**config.mk**
```make
export PLATFORM = sky130hd
export DESIGN_NAME = fifo_burst_drain
export DESIGN_NICKNAME = d
export VERILOG_FILES = /design/src/rtl/fifo_burst_drain.sv
export SDC_FILE = /design/constraint.sdc
export NUM_CORES = 1
export LEC_CHECK = 0
export CAP_MARGIN = 20
export CORE_UTILIZATION = 34
export DETAILED_ROUTE_END_ITERATION = 6
export HOLD_SLACK_MARGIN = 0.1
export PLACE_DENSITY = 0.81
export SLEW_MARGIN = 10
export SYNTH_ARGS = -nofsm -noshare
export SYNTH_HDL_FRONTEND = slang
export SYNTH_SLANG_ARGS = --single-unit
```
**constraint.sdc**
```tcl
create_clock -name clk_i -period 2.5 [get_ports clk_i]
set_clock_uncertainty 0.1 [all_clocks]
set_input_delay 0.375 -clock clk_i [delete_from_list [all_inputs] [get_ports clk_i]]
set_output_delay 0.375 -clock clk_i [all_outputs]
set_load 0.01 [all_outputs]
```
**src/rtl/fifo_burst_drain.sv**
```systemverilog
// fifo_burst_drain: drains an upstream FIFO onto a valid/ready stream in
// bursts framed by last_o. A burst of BURST_LEN beats starts once that many
// entries are buffered. A shorter burst of whatever is buffered starts after
// TIMEOUT idle cycles with residual data (TIMEOUT=0 disables partial bursts).
module fifo_burst_drain #(
    parameter int DATA_WIDTH  = 32,
    parameter int FIFO_DEPTH  = 8,
    parameter int BURST_LEN   = 4,
    parameter int TIMEOUT     = 16,
    parameter int USAGE_WIDTH = (FIFO_DEPTH > 1) ? $clog2(FIFO_DEPTH) + 1 : 2
) (
    input  logic                   clk_i,
    input  logic                   rst_i,
    input  logic                   flush_i,
    input  logic [DATA_WIDTH-1:0]  fifo_data_i,
    input  logic                   fifo_empty_i,
    input  logic [USAGE_WIDTH-1:0] fifo_usage_i,
    output logic                   fifo_pop_o,
    output logic [DATA_WIDTH-1:0]  data_o,
    output logic                   valid_o,
    input  logic                   ready_i,
    output logic                   last_o,
    output logic                   busy_o,
    output logic                   partial_o
);

    // Timer must hold values up to TIMEOUT-1; keep at least one bit when disabled.
    localparam int TIMER_WIDTH = (TIMEOUT > 0) ? $clog2(TIMEOUT + 1) : 1;
    localparam logic [TIMER_WIDTH-1:0] TIMER_LAST = TIMER_WIDTH'((TIMEOUT > 0) ? TIMEOUT - 1 : 0);
    localparam logic [USAGE_WIDTH-1:0] FULL_LEN   = USAGE_WIDTH'(BURST_LEN);

    if (BURST_LEN < 1 || BURST_LEN > FIFO_DEPTH) begin : g_bad_burst_len
        $error("fifo_burst_drain: BURST_LEN must lie in 1..FIFO_DEPTH");
    end

    typedef enum logic {
        ST_IDLE  = 1'b0,
        ST_BURST = 1'b1
    } state_e;

    state_e                 state_q, state_d;
    logic [TIMER_WIDTH-1:0] timer_q, timer_d;
    logic [USAGE_WIDTH-1:0] beat_cnt_q, beat_cnt_d;
    logic [USAGE_WIDTH-1:0] len_q, len_d;
    logic                   partial_q, partial_d;
    logic                   handshake;

    // Stream outputs: combinational head-of-FIFO pass-through, gated off while
    // the FIFO is (illegally) empty and in the cycle a flush or reset lands.
    always_comb begin
        busy_o     = (state_q == ST_BURST);
        partial_o  = partial_q;
        data_o     = fifo_data_i;
        valid_o    = busy_o && !fifo_empty_i && !flush_i && !rst_i;
        fifo_pop_o = valid_o && ready_i;
        handshake  = fifo_pop_o;
        last_o     = valid_o && (beat_cnt_q == len_q - 1'b1);
    end

    // Next-state: burst start decisions in IDLE, beat counting in BURST.
    always_comb begin
        state_d    = state_q;
        timer_d    = timer_q;
        beat_cnt_d = beat_cnt_q;
        len_d      = len_q;
        partial_d  = partial_q;
        case (state_q)
            ST_IDLE: begin
                if (fifo_usage_i >= FULL_LEN) begin
                    state_d   = ST_BURST;
                    len_d     = FULL_LEN;
                    partial_d = 1'b0;
                    timer_d   = '0;
                end else if ((TIMEOUT != 0) && (fifo_usage_i != '0) && (timer_q == TIMER_LAST)) begin
                    // Residual data waited long enough: ship what is there.
                    state_d   = ST_BURST;
                    len_d     = fifo_usage_i;
                    partial_d = 1'b1;
                    timer_d   = '0;
                end else if (fifo_usage_i != '0) begin
                    // Saturate rather than wrap when partial bursts are disabled.
                    if (timer_q != '1) begin
                        timer_d = timer_q + 1'b1;
                    end
                end else begin
                    timer_d = '0;
                end
            end
            ST_BURST: begin
                if (handshake) begin
                    if (last_o) begin
                        beat_cnt_d = '0;
                        state_d    = ST_IDLE;
                    end else begin
                        beat_cnt_d = beat_cnt_q + 1'b1;
                    end
                end
            end
            default: state_d = ST_IDLE;
        endcase
        // A flush abandons whatever burst is running; the FIFO is emptied too.
        if (flush_i) begin
            state_d    = ST_IDLE;
            timer_d    = '0;
            beat_cnt_d = '0;
            len_d      = '0;
            partial_d  = 1'b0;
        end
    end

    // State registers with synchronous reset.
    always_ff @(posedge clk_i) begin
        if (rst_i) begin
            state_q    <= ST_IDLE;
            timer_q    <= '0;
            beat_cnt_q <= '0;
            len_q      <= '0;
            partial_q  <= 1'b0;
        end else begin
            state_q    <= state_d;
            timer_q    <= timer_d;
            beat_cnt_q <= beat_cnt_d;
            len_q      <= len_d;
            partial_q  <= partial_d;
        end
    end

endmodule
```
==> flow_metrics.tcl, run 1 <==
set metrics [dict create \
    fmax_mhz 415.3 \
    ios 78 \
    n_antenna_cell 0 \
    numClockSinks 15 \
    power_density_nw_per_um2 442.7 \
    vias 754 \
    seq_area_frac_synth 0.2888 \
    grt_start_max_net_pins 10 \
    cp_slowest_cell "clkdlybuf4s50_1" \
    syn-num-nets 170 \
    clockRootBuffer "clkbuf_4" \
    reg2reg_depth 7 \
    wire_per_inst_um 12.57 \
    synth_cell_type_count 33 \
    vias_per_cell 5.348 \
    synth_area_um2 1040 \
    regArea_um2 302.8 \
    cts_buffer_depth 2 \
    ctsHtreeMaxLevel 1 \
    dieArea_um2 3283 \
    portBuffers 13 \
    period_needed_ns 2.408 \
    ir_drop_v 0.0002676 \
    gp_congestion 0.7663 \
    whs_path_depth 2 \
    tns_ns 0 \
    fin_ws_ns 0.09233 \
    avgSynthCellArea_um2 8.385 \
    final_common_cell "dfxtp_1" \
    crit_fanout 4 \
    route.detailed.drc 8 \
    cts.clk_slew.worst_paths_ns 0.09 \
    grt_pass1_wl_um 2973 \
    fp.dieH_um 57.30 \
    row_count 19 \
    max_cap_viol_count 0 \
    grt_usage 0.1158 \
    finalCritPeriodShare 0.9631 \
    end_kind "primary output" \
    synth-edff-count 0 \
    hold_class "reg2reg" \
    core_area_um2 2829 \
    synthArstFlopShare 0 \
    hpwlAfterDp_um 1392 \
    nNetsFinal 157 \
    p_leak_nw 0.3961 \
    multi_input_area_um2 467.9 \
    crit_required_ns 2.03 \
    clk_latency_ns 0.30 \
    die_w_um 57.30 \
    wirelength_um 1772 \
    violations "DRC" \
    syn_to_final_growth_pct -3.008 \
    final_cell_mix "dfxtp_1 (13), clkdlybuf4s50_1 (12), nor2_1 (9)" \
    yosys_warnings 0 \
    drive_gt1_frac 0.1182 \
    finalHoldViolations 0 \
    first_iter_violations 40 \
    place_ws_ns 0.08700 \
    crit_path_frequent_cell "clkdlybuf4s50_1" \
    antenna_found_initial 0 \
    rsz0062_at_grt "no" \
    ys_ff_latch 15 \
    firstDrtPassIters 6 \
    syn_inst 124 \
    drtAntennaViolNets 0 \
    path_cells "clkdlybuf4s50_1, nor4b_4, nand2_2, clkinv_2, clkdlybuf4s50_1" \
    nFillCells 287 \
    start_kind "primary input" \
    path_class "in2out" \
    slew_headroom 0.7015 \
    critPathMaxStageDelay_ns 0.53 \
    cts_tree "yes" \
    drv_slew 0 \
    power_w 0.0004465 \
    ys.flop_type "dfxtp_1" \
    grt_pass1_vias 763 \
    post_cts_buffers 0 \
    setup_viol 0 \
    grt_overflow 0 \
    status "finished, violations left" \
    arrival_ns 1.93 \
    tightest_slew_ns 0.4461 \
    start_util 0.3675 \
    numCtsBuffers 3 \
]
synthesized netlist by cell type, types with 2 or more instances:
cell / count / area, µm²
buf_4: 32 / 240.2
dfxtp_1: 15 / 300.3
nor2_1: 9 / 33.78
a21oi_1: 7 / 35.03
nand3_1: 7 / 35.03
inv_1: 6 / 22.52
ha_1: 5 / 62.56
nand2_1: 5 / 18.77
o21ai_0: 4 / 20.02
and3_1: 3 / 18.77
nor3_1: 3 / 15.01
xnor2_1: 3 / 26.28
a21o_1: 2 / 15.01
nor4_1: 2 / 12.51
or3_1: 2 / 12.51
xor2_1: 2 / 17.52
kinds of logic (layout without fill, tap and decap cells):
group / after synthesis / count (layout) / share of synthesized area
mux: 1 / 1 / 0.009627
flops: 15 / 15 / 0.2888
fa+ha+maj: 5 / 5 / 0.06017
xor+xnor: 6 / 6 / 0.06378
buf+inv: 40 / 26 / 0.2611
simple gates: 37 / 37 / 0.1962
compound gates: 20 / 20 / 0.1203
sequential cells by signal (all words and copies together) (netlist names):
register	cells
beat_cnt_q	4
busy_o	1
len_q	4
partial_o	1
timer_q	5
path summary, 6_finish.rpt:
check	startpoint	endpoint	slack (ns)
max	flush_i	fifo_pop_o	0.09
min	len_q[1]	len_q[1]	0.38
max reg2reg	timer_q[0]	timer_q[3]	0.61
min reg2reg	len_q[1]	len_q[1]	0.38
power by group:
| part | internal (W) | total, W | switching, W |
|---|---|---|---|
| sequential | 0.000243 | 0.000248 | 0.00000485 |
| combinational | 0.0000289 | 0.0000535 | 0.0000246 |
| clock | 0.0000598 | 0.000145 | 0.0000853 |
| total | 0.000332 | 0.000446 | 0.000115 |
routing by layer:
layer | wire length, µm | part of all wire | vias to the layer above | GRT usage
met5 | 0 | 0 | - | 0
met2 | 853 | 0.48 | 39 | 0.1815
li1 | - | - | 366 | -
met1 | 732 | 0.41 | 344 | 0.1278
met3 | 141 | 0.080 | 5 | 0.03855
met4 | 45 | 0.025 | 0 | 0.09408
timing repair:
action	in CTS	in global routing
hold buffers	0	0
endpoints found under the setup margin	1	0
gates resized for setup	3	0
stage by stage:
stage                     utilization  std cells  area [µm²]  hold WS (ns)
final                          0.3565        141        1008        0.3790
after global routing           0.3565        141        1008        0.4138
after CTS                      0.3565        141        1008        0.3838
after detailed placement       0.3463        137       979.7        0.3851
after global placement         0.3463        137       979.7        0.3610
after floorplan                     -        124        1040        0.3450
layout make-up:
type | instances | area share
multi-input cells | 69 | 0.4640
flip-flops and latches | 15 | 0.3002
repair buffers | 15 | 0.1427
well taps | 31 | 0.03846
inverters | 7 | 0.02730
clock buffers | 3 | 0.02233
clock inverters | 1 | 0.004963
critical path: cells and delay by family:
kind	cells	cell delay (ns)
AND/OR/NAND/NOR	2	0.49
buffers and inverters	3	1.07
Note: power is estimated with default switching activity, not from simulation.
==> run 2, diff against run 1 <==
--- a/config.mk
+++ b/config.mk
@@ -8,8 +8,10 @@
 export CAP_MARGIN = 20
 export CORE_UTILIZATION = 34
 export DETAILED_ROUTE_END_ITERATION = 6
+export GPL_TIMING_DRIVEN = 0
 export HOLD_SLACK_MARGIN = 0.1
-export PLACE_DENSITY = 0.81
+export PLACE_DENSITY = 0.89
+export RECOVER_POWER = 50
 export SLEW_MARGIN = 10
 export SYNTH_ARGS = -nofsm -noshare
 export SYNTH_HDL_FRONTEND = slang
==> flow_metrics.tcl, run 2 (same netlist as run 1, synthesis figures left out) <==
set metrics [dict create \
    path_cells "clkdlybuf4s50_1, nor4b_4, buf_4, clkdlybuf4s50_1" \
    clock_power_share 0.259 \
    cts.clk_slew.worst_paths_ns 0.08 \
    power_w 0.0005344 \
    first_iter_violations 23 \
    drive_gt1_frac 0.2557 \
    fp.dieH_um 57.30 \
    seqPwrFrac 0.464 \
    grt_usage 0.1249 \
    tns_ns 0 \
    top_regs "timer_q: 5 flops, beat_cnt_q: 4 flops, len_q: 4 flops" \
    drtAntennaViolNets 0 \
    nFillCells 257 \
    vias_per_cell 4.662 \
    fmax_mhz 427.7 \
    multi_input_area_um2 475.5 \
    path_class "in2out" \
    nNetsFinal 223 \
    cp_slowest_cell "clkdlybuf4s50_1" \
    violations "DRC" \
    regArea_um2 301.5 \
    ir_drop_v 0.0001277 \
    n_antenna_cell 0 \
    numClockSinks 15 \
    wirelength_um 1999 \
    combPwrFrac 0.277 \
    arrival_ns 1.86 \
    postCtsHoldBufs 0 \
    ios 78 \
    dieArea_um2 3283 \
    power.net_switching_w 0.0001335 \
    cts_tree "yes" \
    portBuffers 45 \
    critPathMaxStageDelay_ns 0.52 \
    crit_fanout 3 \
    clk_latency_ns 0.28 \
    end_kind "primary output" \
    swShare 0.2499 \
    clockRootBuffer "clkbuf_4" \
    drv_slew 0 \
    largest_reg_flops 5 \
    vias 965 \
    cp_top_family "buffers and inverters" \
    core_area_um2 2829 \
    max_cap_viol_count 0 \
    tightest_slew_ns 0.4541 \
    grt_overflow 0 \
    place_ws_ns 0.01957 \
    finalHoldViolations 0 \
    numCtsBuffers 3 \
    crit_required_ns 2.03 \
    hold_class "reg2reg" \
    ctsHtreeMaxLevel 1 \
    rsz0062_at_grt "no" \
    crit_path_frequent_cell "clkdlybuf4s50_1" \
    final_cell_mix "buf_4 (35), dlygate4sd3_1 (26), clkdlybuf4s50_1 (17)" \
    start_kind "primary input" \
    gp_congestion 0.7601 \
    grt_start_max_net_pins 9 \
    route.detailed.drc 14 \
    syn_to_final_growth_pct 52.71 \
    firstDrtPassIters 7 \
    p_int_w 0.0004008 \
    antenna_found_initial 0 \
    period_needed_ns 2.338 \
    final_common_cell "buf_4" \
    setup_viol 0 \
    row_count 19 \
    grt_pass1_wl_um 3236 \
    finalCritPeriodShare 0.9352 \
    hpwlAfterDp_um 1622 \
    wire_per_inst_um 9.657 \
    die_w_um 57.30 \
    status "finished, violations left" \
    cts_buffer_depth 2 \
    fin_ws_ns 0.1621 \
    p_leak_nw 0.7024 \
    grt_pass1_vias 778 \
    power_density_nw_per_um2 336.6 \
    slew_headroom 0.6961 \
    regMostFlops "timer_q" \
    path_buf_inv 3 \
    whs_ns 0.3759 \
    start_util 0.3675 \
]
run 2: cell types whose count changed in the layout (fill, tap and decap cells not counted), sizes merged:
cell,before,now
clkbuf,3,5
buf,2,35
clkinv,2,1
clkdlybuf4s50,12,17
dlygate4sd3,0,26
dlymetal6s2s,0,1
run 2: per-layer routing:
metal | share of wire | track usage | wire (µm)
met1 | 0.45 | 0.1699 | 898
met2 | 0.45 | 0.1899 | 902
met3 | 0.089 | 0.02268 | 178
met4 | 0.0095 | 0.06272 | 19
met5 | 0 | 0 | 0
run 2: layout make-up:
| class | instances | share of cell area |
|---|---|---|
| multi-input cells | 69 | 0.2994 |
| plain buffers | 33 | 0.1537 |
| inverters | 7 | 0.01734 |
| well taps | 31 | 0.02443 |
| repair buffers | 48 | 0.2987 |
| clock buffers | 4 | 0.01655 |
| flip-flops and latches | 15 | 0.1899 |
run 2: power by group through the flow:
stage	clock [W]	combinational (W)	sequential, W
4_1_cts	0.000142	0.000158	0.000248
3_3_place_gp	0	0.000155	0.000253
5_1_grt	0.000155	0.000159	0.000249
3_5_place_dp	0	0.000157	0.000253
2_1_floorplan	0	0.0000816	0.000253
6_report	0.000138	0.000148	0.000248
run 2: what timing repair did:
action	4_1_cts	5_1_grt
setup endpoints to repair	1	1
gates resized for setup	4	1
pin swaps	2	1
buffers inserted	2	1
run 2: per-stage QoR:
step / util / cell area (µm²) / std cells
floorplan: - / 1040 / 124
finish: 0.5613 / 1588 / 207
detailed placement: 0.5405 / 1529 / 200
global placement: 0.5405 / 1529 / 200
CTS: 0.5577 / 1578 / 206
global route: 0.5613 / 1588 / 207
run 2: path summary, 6_finish.rpt:
check,start,endpoint,slack (ns),cells past startpoint
hold / removal,len_q[1],len_q[1],0.38,2
setup reg to reg,timer_q[0],timer_q[3],0.64,7
hold reg to reg,len_q[1],len_q[1],0.38,2
setup / recovery,flush_i,valid_o,0.16,4
run 2: worst min-delay path, cell delays in order, from the launching register on:
cell and delay (ns):
dfxtp_1 0.33, nand2_1 0.06, a21oi_1 0.05
